--- src/rtl/dpwm_generador.sv ---
// rtl/dpwm_generador.sv - glitch-free DPWM with power-of-two periods and boundary-latched settings
module dpwm_generador #(
    parameter int BASE_LOG2 = 11,
    parameter int DUTY_W    = 8
) (
    input  logic              clk,
    input  logic              reset,
    input  logic              enable,
    input  logic [2:0]        numero_frec,
    input  logic [DUTY_W-1:0] ciclo_trabajo,
    output logic              pwm_out,
    output logic              fin_periodo,
    output logic [2:0]        frec_activa
);

    localparam int CW = BASE_LOG2 + 1;
    localparam int PW = CW + DUTY_W;

    typedef enum logic {IDLE, RUN} state_t;

    state_t               state, state_n;
    logic [BASE_LOG2-1:0] cuenta, cuenta_n;
    logic [2:0]           frec_sh, frec_n;
    logic [DUTY_W-1:0]    duty_sh, duty_n;
    logic                 pwm_n, fin_n;

    function automatic logic [CW-1:0] period_of(input logic [2:0] k);
        period_of = CW'(1) << (BASE_LOG2 - int'(k));
    endfunction

    function automatic logic [BASE_LOG2-1:0] last_of(input logic [2:0] k);
        last_of = BASE_LOG2'(period_of(k) - CW'(1));
    endfunction

    // duty * P / 2^DUTY_W, done at full width so every selection shares one formula
    function automatic logic [CW-1:0] umbral_of(input logic [2:0] k, input logic [DUTY_W-1:0] d);
        logic [PW-1:0] prod;
        prod      = PW'(d) * PW'(period_of(k));
        umbral_of = CW'(prod >> DUTY_W);
    endfunction

    always_comb begin
        state_n  = state;
        cuenta_n = cuenta;
        frec_n   = frec_sh;
        duty_n   = duty_sh;
        case (state)
            IDLE: begin
                cuenta_n = '0;
                if (enable) begin
                    state_n = RUN;
                    frec_n  = numero_frec;
                    duty_n  = ciclo_trabajo;
                end
            end
            RUN: begin
                if (!enable) begin
                    state_n  = IDLE;
                    cuenta_n = '0;
                end else if (cuenta == last_of(frec_sh)) begin
                    cuenta_n = '0;
                    frec_n   = numero_frec;
                    duty_n   = ciclo_trabajo;
                end else begin
                    cuenta_n = cuenta + BASE_LOG2'(1);
                end
            end
            default: state_n = IDLE;
        endcase
        // Outputs are registered from next-state values so they align with cuenta without extra latency
        pwm_n = (state_n == RUN) && (CW'(cuenta_n) < umbral_of(frec_n, duty_n));
        fin_n = (state_n == RUN) && (cuenta_n == last_of(frec_n));
    end

    always_ff @(posedge clk) begin
        if (reset) begin
            state       <= IDLE;
            cuenta      <= '0;
            frec_sh     <= '0;
            duty_sh     <= '0;
            pwm_out     <= 1'b0;
            fin_periodo <= 1'b0;
        end else begin
            state       <= state_n;
            cuenta      <= cuenta_n;
            frec_sh     <= frec_n;
            duty_sh     <= duty_n;
            pwm_out     <= pwm_n;
            fin_periodo <= fin_n;
        end
    end

    assign frec_activa = frec_sh;

endmodule

--- config.mk ---
export PLATFORM = sky130hd
export DESIGN_NAME = dpwm_generador
export DESIGN_NICKNAME = d
export VERILOG_FILES = /design/src/rtl/dpwm_generador.sv
export SDC_FILE = /design/constraint.sdc
export NUM_CORES = 1
export LEC_CHECK = 0
export ABC_AREA = 1
export ABC_CLOCK_PERIOD_IN_PS = 7400
export BUFFER_PORTS_ARGS = -buffer_cell sky130_fd_sc_hd__buf_2
export CAP_MARGIN = 20
export CORE_MARGIN = 2
export CORE_UTILIZATION = 62
export DETAILED_ROUTE_END_ITERATION = 7
export GPL_TIMING_DRIVEN = 0
export HOLD_SLACK_MARGIN = 0.1
export PLACE_DENSITY_LB_ADDON = 0.12
export SLEW_MARGIN = 20
export SYNTH_ARGS = -nofsm -noshare
export SYNTH_HDL_FRONTEND = slang
export SYNTH_SLANG_ARGS = --single-unit
--- constraint.sdc ---
create_clock -name clk -period 7.4 [get_ports clk]
set_input_delay 0.37 -clock clk [delete_from_list [all_inputs] [get_ports clk]]
set_output_delay 0.37 -clock clk [all_outputs]
set_load 0.1 [all_outputs]
==> summary.md, run 1 <==
| Metric | Value |
|---|---|
| Clock skew | `roughly 0.0075 ns` |
| Total CTS buffers | `3` |
| Global-route usage over all layers | `roughly 25%` |
| Count of buffers from port buffering | `18` |
| CTS tree | `built` |
| Non-filler instance count after layout | `between 700 and 800` |
| Post-cts gate resize count | `0` |
| P_int | `approximately 0.38 mW` |
| Share of the synthesized area in the top cell type | `between 20% and 30%` |
| Routed wire length | `about 9.5 mm` |
| Largest net degree at the start of global routing | `15` |
| Post-DP HPWL | `around 8.3 mm` |
| Post-synth top cells | `inv_1, nand2_1, nor2_1` |
| Die height | `90.3 um` |
| Synth warn | `0` |
| DR vias | `approximately 3900` |
| Clock power frac | `around a tenth` |
| Drt first pass iters | `5` |
| Vias in the first global route | `3877` |
| Nets | `~800` |
| Grt ovf | `0` |
| CP Launch Type | `flip-flop` |
| Worst vdd ir | `roughly 110 uV` |
| Ranking of synthesized cells by area | `fa_1, ha_1, dfxtp_1` |
| Req. time, crit path | `7.58 ns` |
| Ys async rst share | `0%` |
| CP endpoint kind | `flip-flop` |
| Routability cong. | `between 0.8 and 0.9` |
| Rows | `31` |
| Post-synthesis cell count | `between 600 and 700` |
| Final Slew Violations | `0` |
| Worst-Margin Slew | `roughly 0.55 ns` |
| Run status | `complete, no violations` |
| Placed cells | `slightly below 800` |
| Setup CP Type | `flip-flop to flip-flop` |
| Clk sink count | `25` |
| Max-slew headroom | `63.2%` |
| Post-Syn Area per Cell | `around 7.4 um^2` |
| Final Critical Period | `6.83 ns` |
| Worst reg2reg path startpoint | `cuenta[0]$_SDFF_PP0_` |
| Share of cells above drive strength 1 | `under 10%` |
| Setup TNS | `0 ns` |
| Synthesized cell area | `approximately 4600 um^2` |
| Most frequent cell after synthesis | `inv_1` |
| DRT antenna net count | `0` |
| Clock Tree Buf Depth | `2` |
| Switching share of power | `approximately half` |
| Cts hold-fix bufs | `0` |
| Initial antenna violation count | `0` |
| Skew-Pair Late Insertion Delay | `between 0.2 and 0.3 ns` |
| Critical path's top delay family | `adder cells` |
| Crit. Startpoint | `cuenta[0]$_SDFF_PP0_` |
| Final hold vios | `0` |
| Reg2reg end | `pwm_out$_SDFF_PP0_` |
| Remaining DRCs | `0` |
| WP buf/inv | `5` |
| Post-CTS setup repair buffer count | `0` |
| CTS HTree Levels | `1` |
| Stages on worst setup path | `37` |
| Via/cell ratio | `around 5.1` |
| I/O pin cnt | `19` |
| Area grow syn2layout | `7.87%` |
| Die X | `90.3 um` |
| HP Class | `input pin to flip-flop` |
| Lkg Pwr | `around 2.7 nW` |
| Critical Path Fanout Max | `7` |
| Fin crit share | `92.3%` |
| Max Cap Viol | `0` |
| Fmax achieved | `about 150 MHz` |
| Reg2reg path depth | `37` |
| Final setup fails | `0` |
| Switch Pwr | `between 0.3 and 0.4 mW` |
| EDFF count, synth | `0` |
| Clock-pin slew on the worst setup and hold paths | `about 0.090 ns` |
| CP most frequent cell | `nand2_1` |
| Flop2flop setup slack | `between 0.5 and 0.6 ns` |
| Synth Register Bits | `25` |
| First-pass GRT wire length | `approximately 17 mm` |
| RSZ-0062 raised after global routing | `false` |
| Seq/Total Area, Yosys | `about 11%` |
| Power Density | `~160 nW/um^2` |
| Slowest cell on crit path | `fa_1` |
| CP max stage delay | `0.55 ns` |
| Core Box Area | `~7000 um^2` |
| Combinational power share | `71.0%` |
| Most used DFF post-synth | `dfxtp_1` |
| Routed len/inst | `roughly 12 um` |
| Yosys top cell by area | `fa_1` |
| Initial DRC count | `~200` |
| Part of the power in registers | `a little under a fifth` |
| DIE AREA | `between 8000 and 9000 um^2` |
| Worst path arrival time | `roughly 7 ns` |
| Worst Setup EP | `pwm_out$_SDFF_PP0_` |
| Initial Util | `between 60% and 70%` |
| Cell variety after synth | `40` |
| Hold path start | `reset` |
| Antenna diodes | `0` |
| CTS root buf | `clkbuf_8` |
worst reg2reg max path: cells and delay by family (launching register included):
family          cells  cell delay (ns)
fa+ha+maj           7             2.83
simple gates       18             1.98
compound gates      6             1.11
flops               1             0.39
buf+inv             5             0.34
xor+xnor            1             0.09
stage by stage:
step                utilization (%)  instance area, um^2  worst slack (ns)  total power [mW]  hold WS, ns
floorplan                         -                 4710             0.641             0.573        0.449
global placement               68.3                 4930             0.657             0.677        0.597
detailed placement             68.3                 4930             0.574             0.694        0.606
CTS                            69.0                 4970             0.556             0.776        0.332
global route                   69.0                 4980            0.0239             0.870        0.342
finish                         69.0                 4980             0.571             0.774        0.326
cells in the final DEF (no fill, tap or decap), types with 7 or more instances in the layout:
cell type	instances
nand4_1	8
conb_1	29
a21oi_1	24
nor3_1	7
inv_1	122
nor2_1	96
buf_2	19
nand3_1	25
dfxtp_1	24
xor2_1	13
ha_1	49
fa_1	59
o21ai_0	15
nand2_1	118
inv_2	7
worst min path at each step:
stage	slack, ns	to	depth (start not counted)
floorplan	0.45	cuenta[3]$_SDFF_PP0_	1
global placement	0.60	cuenta[9]$_SDFF_PP0_	3
detailed placement	0.61	cuenta[9]$_SDFF_PP0_	3
CTS	0.33	cuenta[3]$_SDFF_PP0_	2
global route	0.34	cuenta[3]$_SDFF_PP0_	2
finish	0.33	cuenta[3]$_SDFF_PP0_	2
per-layer routing:
metal  up-vias  track usage [%]  share of wire [%]
li1       1993                -                  -
met1      1837             34.8                 45
met2        77             42.7                 50
met3         8             1.84                4.3
met4         0             5.77               0.80
met5         -                0                  0
layout make-up:
cell class / count / area [um^2]
clock inverters: 1 / 5.00
well taps: 99 / 124
inverters: 130 / 488
multi-input cells: 491 / 3680
plain buffers: 8 / 42.5
clock buffers: 3 / 41.3
repair buffers: 18 / 90.1
flip-flops and latches: 25 / 502
fillers: 639 / 2240
kinds of logic (layout without fill, tap and decap cells):
logic type / after synthesis / count (layout) / share of synthesized area, %
AND/OR/NAND/NOR: 280 / 280 / 27.2
XOR/XNOR: 18 / 18 / 3.42
AO/OA/AOI/OAI: 56 / 56 / 8.00
other: 2 / 29 / 0.163
buffers and inverters: 138 / 160 / 11.5
adder cells (fa/ha/maj): 108 / 108 / 38.9
flip-flops: 25 / 25 / 10.8
state kept, by name (all words and copies together), names as in the netlist:
name and cells:
cuenta 11, frec_activa 3, pwm_out 1, duty_sh 8
fin_periodo 1, state 1
power groups by stage:
| stage | Clock (mW) | Sequential, mW | Combinational [mW] |
|---|---|---|---|
| after floorplan | 0 | 0.160 | 0.413 |
| after global placement | 0 | 0.147 | 0.529 |
| after detailed placement | 0 | 0.147 | 0.547 |
| after CTS | 0.0803 | 0.144 | 0.551 |
| after global routing | 0.0861 | 0.145 | 0.638 |
| final | 0.0798 | 0.144 | 0.550 |
Power figures use the tool's default switching activity.
==> inputs of run 2 (changes only) <==
MAX_ROUTING_LAYER = met4   (was default)
==> summary.md, run 2 (same netlist as run 1, synthesis figures left out) <==
| Metric | Value |
|---|---|
| Final Critical Period | `a little under 7 ns` |
| DR vias | `~4000` |
| CP max stage delay | `approximately 0.55 ns` |
| I/O pin cnt | `19` |
| Final Slew Violations | `0` |
| Drt first pass iters | `5` |
| Die X | `between 90 and 100 um` |
| Remaining DRCs | `0` |
| Nets | `between 700 and 800` |
| Total CTS buffers | `3` |
| Cts hold-fix bufs | `0` |
| Critical Path Fanout Max | `9` |
| Fmax achieved | `around 140 MHz` |
| Max Cap Viol | `0` |
| P_int | `approximately 0.38 mW` |
| Routed wire length | `9.75 mm` |
| Worst-Margin Slew | `roughly 0.55 ns` |
| Combinational power share | `around 71%` |
| First-pass GRT wire length | `17.2 mm` |
| Req. time, crit path | `about 7.6 ns` |
| CTS root buf | `clkbuf_8` |
| Via/cell ratio | `between 5 and 6` |
| Fin crit share | `93.3%` |
| Initial antenna violation count | `0` |
| Final hold vios | `0` |
| Switch Pwr | `a little under 0.4 mW` |
| Clock skew | `around 0.0034 ns` |
| CP most frequent cell | `nand2_1` |
| CP endpoint kind | `flip-flop` |
| Slowest cell on crit path | `fa_1` |
| Rows | `31` |
| Share of cells above drive strength 1 | `about 9%` |
| Clock Tree Buf Depth | `2` |
| Core Box Area | `approximately 7000 um^2` |
| Final setup fails | `0` |
| Commonest non-fill, non-tap cell in the layout | `inv_1` |
| Clock power frac | `10.5%` |
| RSZ-0062 raised after global routing | `false` |
| Setup CP Type | `flip-flop to flip-flop` |
| Post-cts gate resize count | `0` |
| DRT antenna net count | `0` |
| Most flops, register | `cuenta` |
| Clk sink count | `25` |
| Worst vdd ir | `roughly 120 uV` |
| HP Class | `input pin to flip-flop` |
| Most frequent cells in the layout | `inv_1, nand2_1, nor2_1` |
| Max-slew headroom | `roughly 63%` |
| Critical path's top delay family | `adder cells` |
| CTS tree | `built` |
| Final WS setup | `between 0.4 and 0.5 ns` |
| Initial Util | `63.9%` |
| Worst path arrival time | `around 7 ns` |
| DIE AREA | `roughly 8100 um^2` |
| Switching share of power | `between 50 and 60%` |
| Clock-pin slew on the worst setup and hold paths | `about 0.09 ns` |
| WP buf/inv | `6` |
| CTS HTree Levels | `1` |
| Area grow syn2layout | `7.92%` |
| Global-route usage over all layers | `roughly a quarter` |
| Post-DP HPWL | `~8.4 mm` |
| Antenna diodes | `0` |
| Count of buffers from port buffering | `18` |
| Lkg Pwr | `2.69 nW` |
| CP Launch Type | `flip-flop` |
| Run status | `complete, no violations` |
| Die height | `approximately 90 um` |
| Grt ovf | `0` |
| Worst slack at placement | `approximately 0.57 ns` |
| Routability cong. | `~0.91` |
| Routed len/inst | `~13 um` |
| Power Density | `156 nW/um^2` |
| Part of the power in registers | `18.6%` |
| Largest net degree at the start of global routing | `14` |
| Setup TNS | `0 ns` |
| Vias in the first global route | `~3900` |
| Post-CTS setup repair buffer count | `0` |
| Skew-Pair Late Insertion Delay | `about 0.26 ns` |
| Max reg flops | `11` |
| Initial DRC count | `about 220` |
## run 2: cell count changes in the layout (fill, tap and decap cells not counted), sizes merged
cell and delta:
clkbuf +1, clkinv -1
## run 2: final cells by class
class	count	area [um^2]
buffer	8	42.5
clock buffer	4	45.0
fill	647	2240
inverter	130	488
multi-input combinational	491	3690
sequential	25	500
tap	99	124
timing repair buffer	18	90.1
## run 2: power groups by stage
| stage | Clock [mW] | Sequential, mW | Combinational (mW) |
|---|---|---|---|
| final | 0.0816 | 0.145 | 0.553 |
| after floorplan | 0 | 0.160 | 0.413 |
| after detailed placement | 0 | 0.148 | 0.545 |
| after global routing | 0.0858 | 0.146 | 0.635 |
| after CTS | 0.0809 | 0.144 | 0.549 |
| after global placement | 0 | 0.147 | 0.530 |
## run 2: per-layer routing
| metal | vias up | track usage (%) | share of wire, % |
|---|---|---|---|
| met1 | 1866 | 35.0 | 45 |
| met4 | 0 | 4.23 | 1.2 |
| met3 | 10 | 1.84 | 4.7 |
| li1 | 1995 | - | - |
| met2 | 91 | 44.4 | 49 |
| met5 | - | - | 0 |
## run 2: metrics by stage
stage	power [mW]	hold slack (ns)	util, %	instances	area (um^2)
after floorplan	0.573	0.449	-	654	4710
after global placement	0.677	0.600	68.3	771	4930
after detailed placement	0.692	0.613	68.3	771	4930
after CTS	0.774	0.335	68.9	775	4970
after global routing	0.866	0.330	69.0	775	4980
final	0.779	0.340	69.0	775	4980
## run 2: worst paths after layout
| check | from | end | slack, ns | cells after the start |
|---|---|---|---|---|
| setup / recovery | frec_activa[2]$_SDFF_PP0_ | pwm_out$_SDFF_PP0_ | 0.50 | 36 |
| hold / removal | reset | cuenta[3]$_SDFF_PP0_ | 0.34 | 2 |
| setup reg to reg | frec_activa[2]$_SDFF_PP0_ | pwm_out$_SDFF_PP0_ | 0.50 | 36 |
| hold reg to reg | cuenta[9]$_SDFF_PP0_ | cuenta[9]$_SDFF_PP0_ | 0.64 | 3 |
